===== config.mk =====
export PLATFORM = sky130hd
export DESIGN_NAME = mips_multicycle_control
export DESIGN_NICKNAME = d
export VERILOG_FILES = /design/src/rtl/mips_multicycle_control_pkg.sv /design/src/rtl/mips_multicycle_control.sv
export SDC_FILE = /design/constraint.sdc
export NUM_CORES = 1
export LEC_CHECK = 0
export CAP_MARGIN = 10
export CORE_MARGIN = 5
export CORE_UTILIZATION = 37
export DETAILED_ROUTE_END_ITERATION = 7
export GPL_TIMING_DRIVEN = 0
export PLACE_DENSITY = 0.9
export SETUP_SLACK_MARGIN = 0.2
export SYNTH_ARGS = -nofsm -noshare
export SYNTH_HDL_FRONTEND = slang
export SYNTH_SLANG_ARGS = --single-unit

===== constraint.sdc =====
create_clock -name clock -period 1.71 [get_ports clock]
set_input_delay 0.342 -clock clock [delete_from_list [all_inputs] [get_ports clock]]
set_output_delay 0.342 -clock clock [all_outputs]
set_load 0.05 [all_outputs]

===== src/rtl/mips_multicycle_control_pkg.sv =====
// Shared encodings for the multicycle MIPS control FSM: states, opcodes,
// ALU op codes and datapath mux selects.
package mips_multicycle_control_pkg;

  typedef enum logic [3:0] {
    S_RESET    = 4'd0,
    S_FETCH    = 4'd1,
    S_DECODE   = 4'd2,
    S_MEMADR   = 4'd3,
    S_MEMRD    = 4'd4,
    S_MEMWB    = 4'd5,
    S_MEMWR    = 4'd6,
    S_EXEC     = 4'd7,
    S_RTYPEWB  = 4'd8,
    S_BRANCH   = 4'd9,
    S_ADDIEXEC = 4'd10,
    S_ADDIWB   = 4'd11,
    S_JUMP     = 4'd12,
    S_JAL      = 4'd13,
    S_JR       = 4'd14,
    S_HALT     = 4'd15
  } state_t;

  localparam logic [5:0] OP_RTYPE = 6'b000000;
  localparam logic [5:0] OP_LW    = 6'b100011;
  localparam logic [5:0] OP_SW    = 6'b101011;
  localparam logic [5:0] OP_BEQ   = 6'b000100;
  localparam logic [5:0] OP_BNE   = 6'b000101;
  localparam logic [5:0] OP_ADDI  = 6'b001000;
  localparam logic [5:0] OP_ADDIU = 6'b001001;
  localparam logic [5:0] OP_J     = 6'b000010;
  localparam logic [5:0] OP_JAL   = 6'b000011;

  localparam logic [5:0] FUNCT_JR = 6'b001000;

  // Same encoding as the ALU control stage's op input.
  localparam logic [1:0] ALU_ADD   = 2'b00;
  localparam logic [1:0] ALU_SUB   = 2'b01;
  localparam logic [1:0] ALU_RTYPE = 2'b10;

  localparam logic [1:0] DST_RT = 2'b00;
  localparam logic [1:0] DST_RD = 2'b01;
  localparam logic [1:0] DST_RA = 2'b10;

  localparam logic [1:0] WB_ALUOUT = 2'b00;
  localparam logic [1:0] WB_MDR    = 2'b01;
  localparam logic [1:0] WB_PC     = 2'b10;

  localparam logic [1:0] SRCB_REGB    = 2'b00;
  localparam logic [1:0] SRCB_FOUR    = 2'b01;
  localparam logic [1:0] SRCB_IMM     = 2'b10;
  localparam logic [1:0] SRCB_IMM_SL2 = 2'b11;

  localparam logic [1:0] PCSRC_ALU    = 2'b00;
  localparam logic [1:0] PCSRC_ALUOUT = 2'b01;
  localparam logic [1:0] PCSRC_JUMP   = 2'b10;
  localparam logic [1:0] PCSRC_REGA   = 2'b11;

  function automatic logic op_supported(input logic [5:0] op);
    case (op)
      OP_RTYPE, OP_LW, OP_SW, OP_BEQ, OP_BNE,
      OP_ADDI, OP_ADDIU, OP_J, OP_JAL: op_supported = 1'b1;
      default:                         op_supported = 1'b0;
    endcase
  endfunction

endpackage


===== src/rtl/mips_multicycle_control.sv =====
// Moore control FSM for the multicycle MIPS datapath; 3-5 cycles per instruction.
// Stalls in FETCH/MEMRD/MEMWR until mem_ready; the only Mealy terms are mem_ready and the branch condition.
module mips_multicycle_control
  import mips_multicycle_control_pkg::*;
#(
  parameter bit ILLEGAL_TRAP = 1'b0
) (
  input  logic       clock,
  input  logic       reset,
  input  logic [5:0] opcode,
  input  logic [5:0] funct,
  input  logic       zero,
  input  logic       mem_ready,
  output logic       pc_write,
  output logic       iord,
  output logic       mem_read,
  output logic       mem_write,
  output logic       ir_write,
  output logic [1:0] reg_dst,
  output logic [1:0] mem_to_reg,
  output logic       reg_write,
  output logic       alu_src_a,
  output logic [1:0] alu_src_b,
  output logic [1:0] alu_op,
  output logic [1:0] pc_source,
  output logic       illegal,
  output logic       instr_done,
  output logic [3:0] state
);

  state_t state_q;
  state_t state_nxt;
  logic   op_ok;

  assign op_ok = op_supported(opcode);
  assign state = state_q;

  always_ff @(posedge clock or negedge reset) begin
    if (!reset) begin
      state_q <= S_RESET;
    end else begin
      state_q <= state_nxt;
    end
  end

  always_comb begin
    state_nxt = state_q;
    case (state_q)
      S_RESET:  state_nxt = S_FETCH;
      S_FETCH:  if (mem_ready) state_nxt = S_DECODE;
      S_DECODE: begin
        case (opcode)
          OP_LW, OP_SW:       state_nxt = S_MEMADR;
          OP_RTYPE:           state_nxt = (funct == FUNCT_JR) ? S_JR : S_EXEC;
          OP_BEQ, OP_BNE:     state_nxt = S_BRANCH;
          OP_ADDI, OP_ADDIU:  state_nxt = S_ADDIEXEC;
          OP_J:               state_nxt = S_JUMP;
          OP_JAL:             state_nxt = S_JAL;
          default:            state_nxt = ILLEGAL_TRAP ? S_HALT : S_FETCH;
        endcase
      end
      S_MEMADR:   state_nxt = (opcode == OP_SW) ? S_MEMWR : S_MEMRD;
      S_MEMRD:    if (mem_ready) state_nxt = S_MEMWB;
      S_MEMWR:    if (mem_ready) state_nxt = S_FETCH;
      S_EXEC:     state_nxt = S_RTYPEWB;
      S_ADDIEXEC: state_nxt = S_ADDIWB;
      S_HALT:     state_nxt = S_HALT;
      default:    state_nxt = S_FETCH;
    endcase
  end

  always_comb begin
    pc_write   = 1'b0;
    iord       = 1'b0;
    mem_read   = 1'b0;
    mem_write  = 1'b0;
    ir_write   = 1'b0;
    reg_dst    = DST_RT;
    mem_to_reg = WB_ALUOUT;
    reg_write  = 1'b0;
    alu_src_a  = 1'b0;
    alu_src_b  = SRCB_REGB;
    alu_op     = ALU_ADD;
    pc_source  = PCSRC_ALU;
    illegal    = 1'b0;
    instr_done = 1'b0;
    case (state_q)
      S_FETCH: begin
        mem_read  = 1'b1;
        alu_src_b = SRCB_FOUR;
        alu_op    = ALU_ADD;
        ir_write  = mem_ready;
        pc_write  = mem_ready;
      end
      S_DECODE: begin
        // Speculatively form the branch target into ALUOut.
        alu_src_b  = SRCB_IMM_SL2;
        alu_op     = ALU_ADD;
        illegal    = ~op_ok;
        instr_done = ~op_ok;
      end
      S_MEMADR: begin
        alu_src_a = 1'b1;
        alu_src_b = SRCB_IMM;
        alu_op    = ALU_ADD;
      end
      S_MEMRD: begin
        mem_read = 1'b1;
        iord     = 1'b1;
      end
      S_MEMWB: begin
        reg_write  = 1'b1;
        reg_dst    = DST_RT;
        mem_to_reg = WB_MDR;
        instr_done = 1'b1;
      end
      S_MEMWR: begin
        mem_write  = 1'b1;
        iord       = 1'b1;
        instr_done = mem_ready;
      end
      S_EXEC: begin
        alu_src_a = 1'b1;
        alu_src_b = SRCB_REGB;
        alu_op    = ALU_RTYPE;
      end
      S_RTYPEWB: begin
        reg_write  = 1'b1;
        reg_dst    = DST_RD;
        mem_to_reg = WB_ALUOUT;
        instr_done = 1'b1;
      end
      S_BRANCH: begin
        alu_src_a  = 1'b1;
        alu_src_b  = SRCB_REGB;
        alu_op     = ALU_SUB;
        pc_source  = PCSRC_ALUOUT;
        pc_write   = (opcode == OP_BEQ) ? zero : ~zero;
        instr_done = 1'b1;
      end
      S_ADDIEXEC: begin
        alu_src_a = 1'b1;
        alu_src_b = SRCB_IMM;
        alu_op    = ALU_ADD;
      end
      S_ADDIWB: begin
        reg_write  = 1'b1;
        reg_dst    = DST_RT;
        mem_to_reg = WB_ALUOUT;
        instr_done = 1'b1;
      end
      S_JUMP: begin
        pc_write   = 1'b1;
        pc_source  = PCSRC_JUMP;
        instr_done = 1'b1;
      end
      S_JAL: begin
        pc_write   = 1'b1;
        pc_source  = PCSRC_JUMP;
        reg_write  = 1'b1;
        reg_dst    = DST_RA;
        mem_to_reg = WB_PC;
        instr_done = 1'b1;
      end
      S_JR: begin
        alu_src_a  = 1'b1;
        pc_write   = 1'b1;
        pc_source  = PCSRC_REGA;
        instr_done = 1'b1;
      end
      default: begin
      end
    endcase
  end

endmodule


Word level (Yosys, flattened, before mapping)
Cells that the tools add are included.
W data, S select, Z words.

storage, ports and cells
  latch bits = 0
  bits in registers = 4
  RAM bits = 0
  bits of input ports = 16
  memory bits (read-only) = 0
  memories kept = 0
  logic and storage cells = 67

operators by class
  add/sub/neg operators = 0
  bitwise logic cells = 2
  shift-type cells = 0
  multiply operators = 0
  magnitude comparators = 0
  reduce and logical (&&, ||, !) cells = 14
  div/mod/pow operators = 0
  muxes and demuxes = 23
  equal/unequal tests = 27

operators with widths
  kind                  number
  $eq A4 B4 Y1 const B  8
  $pmux W4 S8           1
  $pmux W4 S6           1
  $eq A6 B4 Y1 const B  3
  $eq A4 B3 Y1 const B  4
  $mux W4               4
  $reduce_or A2 Y1      7
  $eq A6 B2 Y1 const B  2
  $eq A6 B3 Y1 const B  2
  $eq A6 B6 Y1 const B  2
  $pmux W2 S2           3
  $pmux W2 S3           2
  $mux W1               9
  $reduce_or A9 Y1      1
  $eq A4 B2 Y1 const B  2
  $reduce_or A7 Y1      1
  $logic_not A6 Y1      1
  $ne A2 B2 Y1 const B  3
  $pmux W1 S3           2
  $reduce_or A5 Y1      1
  $eq A4 B1 Y1 const B  1
  $reduce_or A4 Y1      1
  $reduce_and A3 Y1     1
  $reduce_or A3 Y1      1
  other kinds (2)       3

Depth between registers and ports, before layout
Gate-level depths: netlist of the first run.

  word-level depth = 5
  depth in mapped cells = 5
  gate-level depth less buffers = 4

Worst setup path after synthesis of the first run
No wires, ideal clock.

  kind = reg2out
  start = register state_q[0], in the netlist state[0]
  end = output port pc_write
  path buffers = 0
  slack = -1156 ps
  cell stages (with the launch flop) = 5
  data arrival time = 2524 ps
  data required time = 1368 ps
  path through = dfrtp_1 -> nor2b_1 -> nand2_1 -> nor3_1 -> a211o_1

between the ends
  cells in the longest elaborated chain, start to end = 3

RTL lines
  item                               RTL line                       RTL
  from (decl)                        mips_multicycle_control.sv:31  state_t state_q;
  from (signal assigned)             mips_multicycle_control.sv:42  state_q <= state_nxt;
  $eq A4 B4 Y1                       mips_multicycle_control.sv:87  case (state_q)
  $reduce_or A3 Y1 (no source line)  -
  $pmux W1 S3 *                      mips_multicycle_control.sv:87
  to (decl)                          mips_multicycle_control.sv:14  output logic pc_write,

Mark *: on every way between the ends. The rest lies on a longest branch, timed or not.

Worst setup path after layout of the first run
  start = register state_q[1], in the netlist state[1]
  end = output port instr_done

between the ends
  cells in the longest elaborated chain, start to end = 3

RTL lines
  item                                          RTL line                       RTL
  $eq A4 B4 Y1 or $eq A4 B3 Y1 (tied branches)  mips_multicycle_control.sv:87
  $reduce_or A7 Y1 (no source line)             -
  $pmux W1 S3 *                                 mips_multicycle_control.sv:87
  to (decl)                                     mips_multicycle_control.sv:27  output logic instr_done,

Marks and branches as above.

==> results of run 1 <==
-- cell type report --
class | instances | area [um2]
Multi-Input combinational cell | 89 | 811
Timing Repair Buffer | 53 | 543
Buffer | 8 | 129
Sequential cell | 4 | 105
Fill cell | 47 | 78.8
Tap cell | 25 | 31.3
Clock buffer | 3 | 22.5
Inverter | 1 | 6.26
-- worst paths after layout --
kind	end	from	slack (ns)	cells after the start
hold reg to reg	state[2]$_DFFE_PN0P_	state[3]$_DFFE_PN0P_	0.84	3
max in group asynchronous	state[1]$_DFFE_PN0P_	reset	1.21	1
setup / recovery	instr_done	state[1]$_DFFE_PN0P_	-0.54	6
setup reg to reg	state[0]$_DFFE_PN0P_	state[2]$_DFFE_PN0P_	0.18	5
min in group clock	state[0]$_DFFE_PN0P_	opcode[4]	0.56	3
hold / removal	state[3]$_DFFE_PN0P_	reset	0.30	1
-- worst max-delay path, cell delays in order (launching register included) --
cell,delay [ns]
dfrtp_2,0.50
buf_8,0.19
nor2_1,0.07
a21oi_1,0.34
o221ai_2,0.19
a21oi_4,0.18
buf_6,0.18
-- power groups by stage --
stage,Clock [W],Combinational [W],Sequential [W]
2_1_floorplan,0,0.00129,0.000296
3_3_place_gp,0,0.00186,0.000195
3_5_place_dp,0,0.00190,0.000197
4_1_cts,0.000124,0.00227,0.000205
5_1_grt,0.000133,0.00271,0.000225
6_report,0.000137,0.00263,0.000220
-- stage by stage --
step / hold WS [ns] / TNS, ns / util / instances / setup slack [ns]
6_report: 0.303 / -1.95 / 0.954 / 183 / -0.536
5_1_grt: 0.335 / -2.39 / 0.954 / 183 / -0.555
4_1_cts: 0.301 / -0.625 / 0.878 / 178 / -0.142
3_5_place_dp: 0.556 / -11.48 / 0.742 / 164 / -1.10
3_3_place_gp: 0.547 / -10.79 / 0.742 / 164 / -1.09
2_1_floorplan: 0.0464 / -0.951 / - / 102 / -0.185
-- timing repair --
action	CTS	global route
gates cloned	1	0
pin swaps	8	4
buffers inserted	10	5
hold endpoints to repair	0	0
endpoints found under the setup margin	24	24
resized for setup	191	23
-- logic make-up after synthesis --
kind of cell | Yosys count
simple gates | 56
compound gates | 31
buf+inv | 9
flops | 4
xor+xnor | 2
-- synthesized netlist by cell type --
master,instances,area (um2)
a211o_1,2,17.5
a21o_1,1,7.51
a21oi_1,9,45.0
a22o_1,1,8.76
a2bb2oi_1,1,8.76
a31oi_1,2,12.5
a32o_1,1,10.0
a32oi_1,1,8.76
and2_1,1,6.26
and3_1,1,6.26
buf_2,3,15.0
buf_4,3,22.5
buf_6,1,11.3
clkbuf_1,1,3.75
dfrtp_1,4,100
inv_2,1,3.75
nand2_1,10,37.5
nand2b_1,7,43.8
nand3_1,1,5.00
nand3b_1,1,7.51
nand4_1,1,6.26
nand4b_1,1,8.76
nor2_1,15,56.3
nor2b_1,5,31.3
nor3_1,7,35.0
nor3_2,1,10.0
nor4_1,1,6.26
nor4_2,1,12.5
nor4b_1,1,8.76
o21ai_0,8,40.0
o221ai_1,1,8.76
o22ai_1,2,12.5
o22ai_2,1,12.5
o311ai_1,1,8.76
or2_1,1,6.26
or3_1,1,6.26
xnor2_1,1,8.76
xor2_1,1,8.76
-- routing by layer --
| metal | part of all wire | track usage | vias up |
|---|---|---|---|
| met5 | 0 | 0 | - |
| met4 | 0.084 | 0.179 | 0 |
| met1 | 0.32 | 0.339 | 581 |
| met3 | 0.12 | 0.0399 | 52 |
| met2 | 0.47 | 0.461 | 155 |
| li1 | - | - | 487 |
==> results_dict.tcl, run 1 <==
set metrics [dict create \
    dieHeight_um 52.5 \
    netlist_area_um2 669 \
    setup.worst_path.class "flop to output port" \
    routabilityCongestion 0.840 \
    netlist-cell-type-count 38 \
    maxCapViolCount 0 \
    critical_path.startpoint_type "flop" \
    antennaDiodeCount 0 \
    drt_first_pass_iters 5 \
    fp.dieArea_um2 2760 \
    synth.yosys.seq_area_share 0.150 \
    p_comb_frac 0.881 \
    share_of_synthesized_area_spent_on_multiplexers 0 \
    post_cts_hold_buffer_count 0 \
    largest_register_ff_count 4 \
    residual_drc_count 0 \
    peak_ir_drop_on_the_vdd_network_mv 1.45 \
    antenna_left 0 \
    cellLeakagePower_nw 0.640 \
    clk_path_buf_depth 2 \
    flops_latches_synth 4 \
    grt_usage 0.281 \
    worst-path-max-fanout 10 \
    part_of_the_cycle_the_worst_path_needs 1.31 \
    slew_headroom 0.662 \
    grt_pass1_vias 1058 \
    post_synth_xor_area_fraction 0.0262 \
    clk_latency_ns 0.25 \
    synth_cells 102 \
    synth_top_family_by_area "simple AND/OR/NAND/NOR gates" \
    setup_viol_count_final 14 \
    port_buffers 37 \
    final_net_count 176 \
    run_status "finished, violations left" \
    cts_root_buffer "clkbuf_4" \
    area_of_the_core_um2 1730 \
    timing_hold_violations_final 0 \
    postLayoutSetupSlackWorst_ns -0.536 \
    numCtsBuffers 3 \
    num_vias 1275 \
    swShare 0.586 \
    clk_pin_slew_ns 0.05 \
    grt-ovfl-total 0 \
    synth_simple_gate_area_frac 0.439 \
    failing_checks "setup timing" \
    grt_setup_unrepaired "yes" \
    syn_nets 118 \
    detailedRoute.firstIterationViolations 93 \
    pin_count_of_the_biggest_net_entering_global_routing 11 \
    grt_first_pass_wirelength_um 5560 \
    placed_cell_area_um2 1280 \
    final_critical_path_required_period_ns 2.25 \
    hpwl_um 2020 \
    post_drt_wl_per_cell_um 27.0 \
    p_seq_frac 0.073 \
    pwr-share-clk 0.046 \
    worstPathArrival_ns 1.90 \
    finClkSkew_ns 0.00358 \
    cts_num_sinks 4 \
    start_util 0.388 \
    tightest_slew_ns 0.508 \
    finalWirelength_um 4940 \
    avgViaCountPerCell 6.97 \
    p_total_w 0.00299 \
    tritoncts_clock_tree "yes" \
    yosys_warnings 0 \
    syn_to_final_growth_pct 146 \
    maxSlewViolCount 0 \
    p_sw_w 0.00175 \
    compound_gate_fraction_of_synth_area 0.301 \
    synth.avg_cell_area_um2 6.56 \
    most_frequent_standard_cell_in_the_layout_excluding_fill_and_tap_cells "buf_6" \
    fmax_ghz 0.445 \
    dieWidth_um 52.5 \
    layout.cells.most_common_list "buf_6, buf_4, buf_8" \
    cell_rows 15 \
    power_per_cell_area_nw_per_um2 1820 \
    grt_antenna_before_repair 0 \
    pin_count 39 \
    worst-endpoint-required_ns 1.37 \
    worstSetupEndpointType "output port" \
    layout-drive-gt1-share 0.633 \
    final_instance_area_um2 1650 \
    power.internal_w 0.00124 \
    yosys.area_share.adder 0 \
    min_path_type "input pin to async pin" \
    htree_num_levels 1 \
]
(Power assumes the default switching activity.)
==> inputs of run 2 (changes only) <==
--- a/config.mk
+++ b/config.mk
@@ -8,6 +8,8 @@
 export CAP_MARGIN = 10
 export CORE_MARGIN = 5
 export CORE_UTILIZATION = 37
+export CTS_CLUSTER_DIAMETER = 30
+export CTS_CLUSTER_SIZE = 14
 export DETAILED_ROUTE_END_ITERATION = 7
 export GPL_TIMING_DRIVEN = 0
 export PLACE_DENSITY = 0.9
==> results of run 2 <==
The final DEF is identical to that of run 1; final timing and power are the same.
==> inputs of run 3 (changes only) <==
--- a/config.mk
+++ b/config.mk
@@ -9,7 +9,6 @@
 export CORE_MARGIN = 5
 export CORE_UTILIZATION = 37
 export CTS_CLUSTER_DIAMETER = 30
-export CTS_CLUSTER_SIZE = 14
 export DETAILED_ROUTE_END_ITERATION = 7
 export GPL_TIMING_DRIVEN = 0
 export PLACE_DENSITY = 0.9
==> results of run 3 <==
The final DEF is identical to that of run 1; final timing and power are the same.
